$ cat config.mk
export PLATFORM = sky130hd
export DESIGN_NAME = aes_bist_ctrl_flat
export DESIGN_NICKNAME = d
export VERILOG_FILES = /design/src/rtl/aes_bist_ctrl_if.sv /design/src/rtl/aes_bist_ctrl.sv /design/src/flat_wrapper.sv
export SDC_FILE = /design/constraint.sdc
export NUM_CORES = 1
export LEC_CHECK = 0
export BUFFER_PORTS_ARGS = -buffer_cell sky130_fd_sc_hd__buf_2
export CAP_MARGIN = 20
export CORE_AREA = 3 3 87 89
export DETAILED_ROUTE_END_ITERATION = 10
export DIE_AREA = 0 0 90 92
export REMOVE_ABC_BUFFERS = 1
export SYNTH_ARGS = -nofsm -noshare
export SYNTH_HDL_FRONTEND = slang
export SYNTH_SLANG_ARGS = --single-unit
export TNS_END_PERCENT = 50
$ cat constraint.sdc
create_clock -name clk -period 5.5 [get_ports clk]
set_clock_uncertainty 0.1 [all_clocks]
set_input_delay 0.55 -clock clk [delete_from_list [all_inputs] [get_ports clk]]
set_output_delay 0.55 -clock clk [all_outputs]
set_load 0.05 [all_outputs]
$ cat src/rtl/aes_bist_ctrl_if.sv
// Host/wrapper-facing signal bundle of the AES BIST sequencer.
// Carries dbg_blocks only when AES_BIST_CTRL_DBG_EN is defined.
interface aes_bist_ctrl_if;
    logic       start;
    logic       abort;
    logic [7:0] d_out;
    logic       d_vld;
    logic       DONE;
    logic       is_bist;
    logic       en_lsfr_misr;
    logic       busy;
    logic       bist_done;
    logic       pass;
    logic       timeout;
    logic [7:0] sig;
`ifdef AES_BIST_CTRL_DBG_EN
    logic [7:0] dbg_blocks;

    modport slave (
        input  start, abort, d_out, d_vld, DONE,
        output is_bist, en_lsfr_misr, busy, bist_done, pass, timeout, sig, dbg_blocks
    );
    modport master (
        output start, abort, d_out, d_vld, DONE,
        input  is_bist, en_lsfr_misr, busy, bist_done, pass, timeout, sig, dbg_blocks
    );
`else
    modport slave (
        input  start, abort, d_out, d_vld, DONE,
        output is_bist, en_lsfr_misr, busy, bist_done, pass, timeout, sig
    );
    modport master (
        output start, abort, d_out, d_vld, DONE,
        input  is_bist, en_lsfr_misr, busy, bist_done, pass, timeout, sig
    );
`endif
endinterface

$ cat src/rtl/aes_bist_ctrl.sv
// BIST sequencer for the 8-bit AES wrapper: settle, run LFSR/MISR, freeze, capture, compare.
// Optional DONE-edge block counter enabled by defining AES_BIST_CTRL_DBG_EN.
module aes_bist_ctrl #(
    parameter logic [7:0]  GOLDEN_SIG = 8'hC0,
    parameter int unsigned SETTLE_CYC = 4,
    parameter int unsigned NUM_BLOCKS = 1,
    parameter int unsigned TIMEOUT    = 1024
) (
    input  logic           clk,
    input  logic           rst,
    aes_bist_ctrl_if.slave bus
);
    localparam logic [7:0]  SETTLE_LAST = 8'(SETTLE_CYC - 1);
    localparam logic [11:0] BYTE_TARGET = 12'(16 * NUM_BLOCKS);
    localparam logic [15:0] GAP_LIMIT   = 16'(TIMEOUT);

    typedef enum logic [2:0] {
        S_IDLE,
        S_SETTLE,
        S_RUN,
        S_FREEZE,
        S_CAPTURE,
        S_RESULT
    } state_t;

    state_t      r_state, w_state_nxt;
    logic [7:0]  r_settle_cnt, w_settle_cnt_nxt;
    logic [11:0] r_byte_cnt, w_byte_cnt_nxt, w_byte_inc;
    logic [15:0] r_gap_cnt, w_gap_cnt_nxt, w_gap_inc;
    logic        r_is_bist, w_is_bist_nxt;
    logic        r_en, w_en_nxt;
    logic        r_busy, w_busy_nxt;
    logic        r_bist_done, w_bist_done_nxt;
    logic        r_pass, w_pass_nxt;
    logic        r_timeout, w_timeout_nxt;
    logic [7:0]  r_sig, w_sig_nxt;
    logic        w_sig_match;

`ifdef AES_BIST_CTRL_DBG_EN
    logic [7:0]  r_dbg_blocks, w_dbg_blocks_nxt;
    logic        r_done_d;
    assign w_sig_match = (bus.d_out == GOLDEN_SIG) && (r_dbg_blocks == 8'(NUM_BLOCKS));
`else
    logic        w_unused_done;
    assign w_unused_done = bus.DONE;
    assign w_sig_match   = (bus.d_out == GOLDEN_SIG);
`endif

    assign w_byte_inc = (r_byte_cnt == '1) ? r_byte_cnt : r_byte_cnt + 12'd1;
    assign w_gap_inc  = (r_gap_cnt == '1)  ? r_gap_cnt  : r_gap_cnt + 16'd1;

    always_comb begin
        w_state_nxt      = r_state;
        w_settle_cnt_nxt = r_settle_cnt;
        w_byte_cnt_nxt   = r_byte_cnt;
        w_gap_cnt_nxt    = r_gap_cnt;
        w_pass_nxt       = r_pass;
        w_timeout_nxt    = r_timeout;
        w_sig_nxt        = r_sig;
`ifdef AES_BIST_CTRL_DBG_EN
        w_dbg_blocks_nxt = r_dbg_blocks;
`endif

        case (r_state)
            S_IDLE, S_RESULT: begin
                if (bus.start) begin
                    w_state_nxt      = S_SETTLE;
                    w_settle_cnt_nxt = '0;
                    w_byte_cnt_nxt   = '0;
                    w_gap_cnt_nxt    = '0;
                    w_pass_nxt       = 1'b0;
                    w_timeout_nxt    = 1'b0;
                    w_sig_nxt        = '0;
`ifdef AES_BIST_CTRL_DBG_EN
                    w_dbg_blocks_nxt = '0;
`endif
                end
            end
            S_SETTLE: begin
                if (r_settle_cnt >= SETTLE_LAST) w_state_nxt = S_RUN;
                else                             w_settle_cnt_nxt = r_settle_cnt + 8'd1;
            end
            S_RUN: begin
`ifdef AES_BIST_CTRL_DBG_EN
                if (bus.DONE && !r_done_d && (r_dbg_blocks != '1))
                    w_dbg_blocks_nxt = r_dbg_blocks + 8'd1;
`endif
                // A byte arriving on the expiry cycle wins over the timeout.
                if (bus.d_vld) begin
                    w_byte_cnt_nxt = w_byte_inc;
                    w_gap_cnt_nxt  = '0;
                    if (w_byte_inc >= BYTE_TARGET) w_state_nxt = S_FREEZE;
                end else begin
                    w_gap_cnt_nxt = w_gap_inc;
                    if (w_gap_inc >= GAP_LIMIT) begin
                        w_timeout_nxt = 1'b1;
                        w_state_nxt   = S_FREEZE;
                    end
                end
            end
            S_FREEZE: w_state_nxt = S_CAPTURE;
            S_CAPTURE: begin
                w_sig_nxt   = bus.d_out;
                w_pass_nxt  = w_sig_match && !r_timeout;
                w_state_nxt = S_RESULT;
            end
            default: w_state_nxt = S_IDLE;
        endcase

        if (bus.abort) begin
            w_state_nxt      = S_IDLE;
            w_settle_cnt_nxt = '0;
            w_byte_cnt_nxt   = '0;
            w_gap_cnt_nxt    = '0;
            w_pass_nxt       = 1'b0;
            w_timeout_nxt    = 1'b0;
            w_sig_nxt        = '0;
`ifdef AES_BIST_CTRL_DBG_EN
            w_dbg_blocks_nxt = '0;
`endif
        end

        // Output flags are decoded from the next state so they register alongside it.
        w_busy_nxt      = (w_state_nxt == S_SETTLE) || (w_state_nxt == S_RUN) ||
                          (w_state_nxt == S_FREEZE) || (w_state_nxt == S_CAPTURE);
        w_is_bist_nxt   = w_busy_nxt;
        w_en_nxt        = (w_state_nxt == S_RUN);
        w_bist_done_nxt = (w_state_nxt == S_RESULT);
    end

    always_ff @(posedge clk or negedge rst) begin
        if (!rst) begin
            r_state      <= S_IDLE;
            r_settle_cnt <= '0;
            r_byte_cnt   <= '0;
            r_gap_cnt    <= '0;
            r_is_bist    <= 1'b0;
            r_en         <= 1'b0;
            r_busy       <= 1'b0;
            r_bist_done  <= 1'b0;
            r_pass       <= 1'b0;
            r_timeout    <= 1'b0;
            r_sig        <= '0;
        end else begin
            r_state      <= w_state_nxt;
            r_settle_cnt <= w_settle_cnt_nxt;
            r_byte_cnt   <= w_byte_cnt_nxt;
            r_gap_cnt    <= w_gap_cnt_nxt;
            r_is_bist    <= w_is_bist_nxt;
            r_en         <= w_en_nxt;
            r_busy       <= w_busy_nxt;
            r_bist_done  <= w_bist_done_nxt;
            r_pass       <= w_pass_nxt;
            r_timeout    <= w_timeout_nxt;
            r_sig        <= w_sig_nxt;
        end
    end

`ifdef AES_BIST_CTRL_DBG_EN
    always_ff @(posedge clk or negedge rst) begin
        if (!rst) begin
            r_dbg_blocks <= '0;
            r_done_d     <= 1'b0;
        end else begin
            r_dbg_blocks <= w_dbg_blocks_nxt;
            r_done_d     <= bus.DONE;
        end
    end

    assign bus.dbg_blocks = r_dbg_blocks;
`endif

    assign bus.is_bist      = r_is_bist;
    assign bus.en_lsfr_misr = r_en;
    assign bus.busy         = r_busy;
    assign bus.bist_done    = r_bist_done;
    assign bus.pass         = r_pass;
    assign bus.timeout      = r_timeout;
    assign bus.sig          = r_sig;

endmodule
$ cat src/flat_wrapper.sv
// flat-port wrapper written by rule: the top's interface ports become plain ports
module aes_bist_ctrl_flat 
#(
    parameter logic [7:0]  GOLDEN_SIG = 8'hC0,
    parameter int unsigned SETTLE_CYC = 4,
    parameter int unsigned NUM_BLOCKS = 1,
    parameter int unsigned TIMEOUT    = 1024
)
  (clk, rst, bus_start, bus_abort, bus_d_out, bus_d_vld, bus_DONE, bus_is_bist, bus_en_lsfr_misr, bus_busy, bus_bist_done, bus_pass, bus_timeout, bus_sig);
  aes_bist_ctrl_if bus_i ();
  input  logic clk;
  input  logic rst;
  input wire logic [$bits(bus_i.start)-1:0] bus_start;
  input wire logic [$bits(bus_i.abort)-1:0] bus_abort;
  input wire logic [$bits(bus_i.d_out)-1:0] bus_d_out;
  input wire logic [$bits(bus_i.d_vld)-1:0] bus_d_vld;
  input wire logic [$bits(bus_i.DONE)-1:0] bus_DONE;
  output wire logic [$bits(bus_i.is_bist)-1:0] bus_is_bist;
  output wire logic [$bits(bus_i.en_lsfr_misr)-1:0] bus_en_lsfr_misr;
  output wire logic [$bits(bus_i.busy)-1:0] bus_busy;
  output wire logic [$bits(bus_i.bist_done)-1:0] bus_bist_done;
  output wire logic [$bits(bus_i.pass)-1:0] bus_pass;
  output wire logic [$bits(bus_i.timeout)-1:0] bus_timeout;
  output wire logic [$bits(bus_i.sig)-1:0] bus_sig;
  assign bus_i.start = bus_start;
  assign bus_i.abort = bus_abort;
  assign bus_i.d_out = bus_d_out;
  assign bus_i.d_vld = bus_d_vld;
  assign bus_i.DONE = bus_DONE;
  assign bus_is_bist = bus_i.is_bist;
  assign bus_en_lsfr_misr = bus_i.en_lsfr_misr;
  assign bus_busy = bus_i.busy;
  assign bus_bist_done = bus_i.bist_done;
  assign bus_pass = bus_i.pass;
  assign bus_timeout = bus_i.timeout;
  assign bus_sig = bus_i.sig;
  aes_bist_ctrl #(.GOLDEN_SIG(GOLDEN_SIG), .SETTLE_CYC(SETTLE_CYC), .NUM_BLOCKS(NUM_BLOCKS), .TIMEOUT(TIMEOUT)) u_core (.clk(clk), .rst(rst), .bus(bus_i));
endmodule
==> results.json <==
{
  "status": "finished, final reports clean",
  "drt-initial-drc-count": 142,
  "setup_viol": 0,
  "fill_cells": 670,
  "finalPower_mw": 0.6789,
  "synth_edf_count": 0,
  "worst_pin_slew_ps": 879.3,
  "worstSkewPairLatency_ps": 310,
  "synth_cells": 311,
  "worstPathRequired_ps": 5590,
  "grt_pass1_vias": 2178,
  "synth_top_cell_area_share_pct": 44.22,
  "gp_congestion": 0.7905,
  "grt_pass1_wl_um": 10320,
  "min_period_over_period_pct": 41.49,
  "hold_viol": 0,
  "rr_worst_depth": 7,
  "final_area_um2": 3207,
  "placed_area_um2": 3113,
  "ctsHoldBuffers": 0,
  "ant_nets": 0,
  "worstReg2RegEnd": "u_core.r_state[0]$_DFF_PN0_",
  "cts_root_buf": "clkbuf_8",
  "busiest_layer": "met2",
  "crit_path_end_kind": "flip-flop",
  "cts_tree": "built",
  "drc": 0,
  "routed_wirelength_um": 5823,
  "die_w_um": 90,
  "crit_slowest_cell": "dfrtp_1",
  "hold_path.class": "in -> async",
  "final_cells": 429,
  "vias": 2361,
  "final.setup.tns_ps": 0,
  "cts_made_buffers": 5,
  "track_usage_pct": 14.70,
  "min_period_ps": 2282,
  "routed_via_density": 5.503,
  "grt_use_met2_pct": 22.90,
  "ir_worst_vdd_uv": 125.5,
  "synth_area_leader_cell": "dfrtp_1",
  "maxCapViolations": 0,
  "critPathKind": "reg -> reg",
  "ff2ff_setup_slack_ps": 3220,
  "drt-wirelength-per-cell_um": 13.57,
  "async_flop_share_pct": 100.0,
  "synth_common_cells": "dfrtp_1, nor2_1, nand2_1, a21oi_1, o21ai_0",
  "utilization_pct": 46.94,
  "max_stage_delay_ps": 420,
  "worst_path_most_repeated_cell": "o311ai_2",
  "clockBufferDepth": 2,
  "ys_top_cells_by_area": "dfrtp_1, nor2_1, nand2_1",
  "synth_warnings": 0,
  "dp_hpwl_um": 4023,
  "grt_util_met3_pct": 3.117,
  "clkSlewWorstSetupHoldPaths_ps": 100,
  "reg2reg_from": "u_core.r_gap_cnt[0]$_DFFE_PN0P_",
  "power_leakage_nw": 1.406,
  "die_area_um2": 8280,
  "rsz0062_at_grt": "false",
  "cts_resized": 0,
  "core_um2": 6832,
  "insertedDiodeCount": 0,
  "max_freq_ghz": 0.4382,
  "final_max_slew_viol_count": 0,
  "overflow": 0,
  "area_growth_pct": 8.971,
  "nets": 349,
  "dp.cells": 421,
  "postCtsSetupBuffers": 0,
  "cp_cell_sequence": "ha_1 -> nand4_4 -> nor4_1 -> mux2i_1 -> o311ai_2 -> o311ai_2 -> a21oi_1",
  "port_buffers": 26,
  "drive_above_1_share_pct": 16.82,
  "htree_levels": 2,
  "antenna_found_initial": 0,
  "grt_use_met1_pct": 20.96,
  "synthFlopType": "dfrtp_1",
  "synth-seq-cells": 52,
  "synth.avg_cell_area_um2": 9.462,
  "ys_types": 58,
  "yosysMostFrequentCell": "dfrtp_1",
  "seq_area_frac_synth_pct": 44.22,
  "cp.arrival_ps": 2370,
  "io_pins": 28,
  "worstPathMaxFanout": 4,
  "grt_max_degree": 53,
  "fp-row-count": 30,
  "initial_utilization_pct": 43.08,
  "cts.sinks": 52,
  "startpoint_type": "flip-flop",
  "dr.pass1.iters": 4,
  "syn_area_um2": 2943,
  "die_y_um": 92,
  "pwr_density_cell_nw_per_um2": 211.7,
  "slew_headroom_pct": 40.93
}
-- layout by cell type, fill, tap and decap left out, types with 2 or more instances in the layout --
master | Yosys | layout
a31oi_1 | 6 | 6
and4_1 | 3 | 3
a21oi_1 | 18 | 18
inv_1 | 8 | 8
nor4b_2 | 2 | 2
ha_1 | 3 | 3
a22o_1 | 10 | 10
inv_6 | 0 | 2
and2_1 | 8 | 8
nor2b_1 | 2 | 2
o21a_1 | 2 | 2
mux2i_1 | 4 | 4
and3_1 | 4 | 4
o311ai_2 | 2 | 2
nor2_1 | 37 | 37
buf_2 | 3 | 26
a311oi_1 | 2 | 2
buf_4 | 2 | 2
dfrtp_1 | 52 | 52
nor4_1 | 5 | 5
o31ai_1 | 2 | 2
clkbuf_8 | 2 | 5
nor3_1 | 7 | 7
nand2b_1 | 5 | 5
a31o_2 | 2 | 2
xor2_1 | 11 | 11
a41oi_1 | 3 | 3
nand4_1 | 11 | 11
o21ai_0 | 17 | 17
nand2_1 | 27 | 27
xnor2_1 | 4 | 4
nand3_1 | 16 | 16
-- cell families after synthesis --
group	synth area share [%]
AND/OR/NAND/NOR	27.04
XOR/XNOR	4.464
adder cells (fa/ha/maj)	1.276
multiplexers	1.743
flip-flops	44.22
buffers and inverters	4.251
AO/OA/AOI/OAI	17.01
-- report_power, final --
group          total, mW  switching, mW  internal (mW)
sequential         0.392        0.00579          0.387
clock              0.230          0.137         0.0931
combinational     0.0569         0.0381         0.0187
total              0.679          0.181          0.498
-- stage by stage --
stage	setup WS (ps)	hold slack [ps]
floorplan	3124	154.4
global placement	3182	370.4
detailed placement	3149	369.5
CTS	3195	270.5
global route	3031	301.2
finish	3218	252.1
-- cell type report --
type | instances | area [µm²] | share of cell area (%)
sequential | 52 | 1301 | 40.58
inverter | 8 | 30.03 | 0.9364
clock inverter | 3 | 25.02 | 0.7803
multi-input combinational | 237 | 1516 | 47.29
tap | 96 | 120.1 | 3.746
timing repair buffer | 28 | 145.1 | 4.526
clock buffer | 5 | 68.82 | 2.146
-- registers in the layout, indices dropped and copies added, names as in the netlist, 3 cells and up --
signal and flops:
u_core.bus.sig 8, u_core.r_byte_cnt 12, u_core.r_settle_cnt 8, u_core.r_state 3, u_core.r_gap_cnt 16
-- layer usage --
layer / vias up / wire length [µm]
li1: 1170 / -
met1: 1140 / 2972
met4: 0 / 28
met2: 49 / 2567
met3: 2 / 254
met5: - / 0
-- critical path, delay by kind of cell (launching register included) --
family                     cells  cell delay, ps
and+or+nand+nor                2             550
AOI/OAI and AO/OA              3             520
DFF                            1             420
muxes                          1             310
adders and majority gates      1             270
-- worst max-delay path by stage --
stage / cells past startpoint / startpoint / endpoint
global route: 7 / u_core.r_gap_cnt[0]$_DFFE_PN0P_ / u_core.r_state[0]$_DFF_PN0_
detailed placement: 8 / bus_abort / u_core.r_byte_cnt[1]$_DFFE_PN0P_
global placement: 7 / u_core.r_gap_cnt[0]$_DFFE_PN0P_ / u_core.bus.en_lsfr_misr$_DFF_PN0_
CTS: 7 / u_core.r_gap_cnt[0]$_DFFE_PN0P_ / u_core.bus.en_lsfr_misr$_DFF_PN0_
finish: 7 / u_core.r_gap_cnt[0]$_DFFE_PN0P_ / u_core.r_state[0]$_DFF_PN0_
floorplan: 6 / u_core.r_state[1]$_DFF_PN0_ / u_core.r_byte_cnt[1]$_DFFE_PN0P_
(Power assumes the default switching activity.)
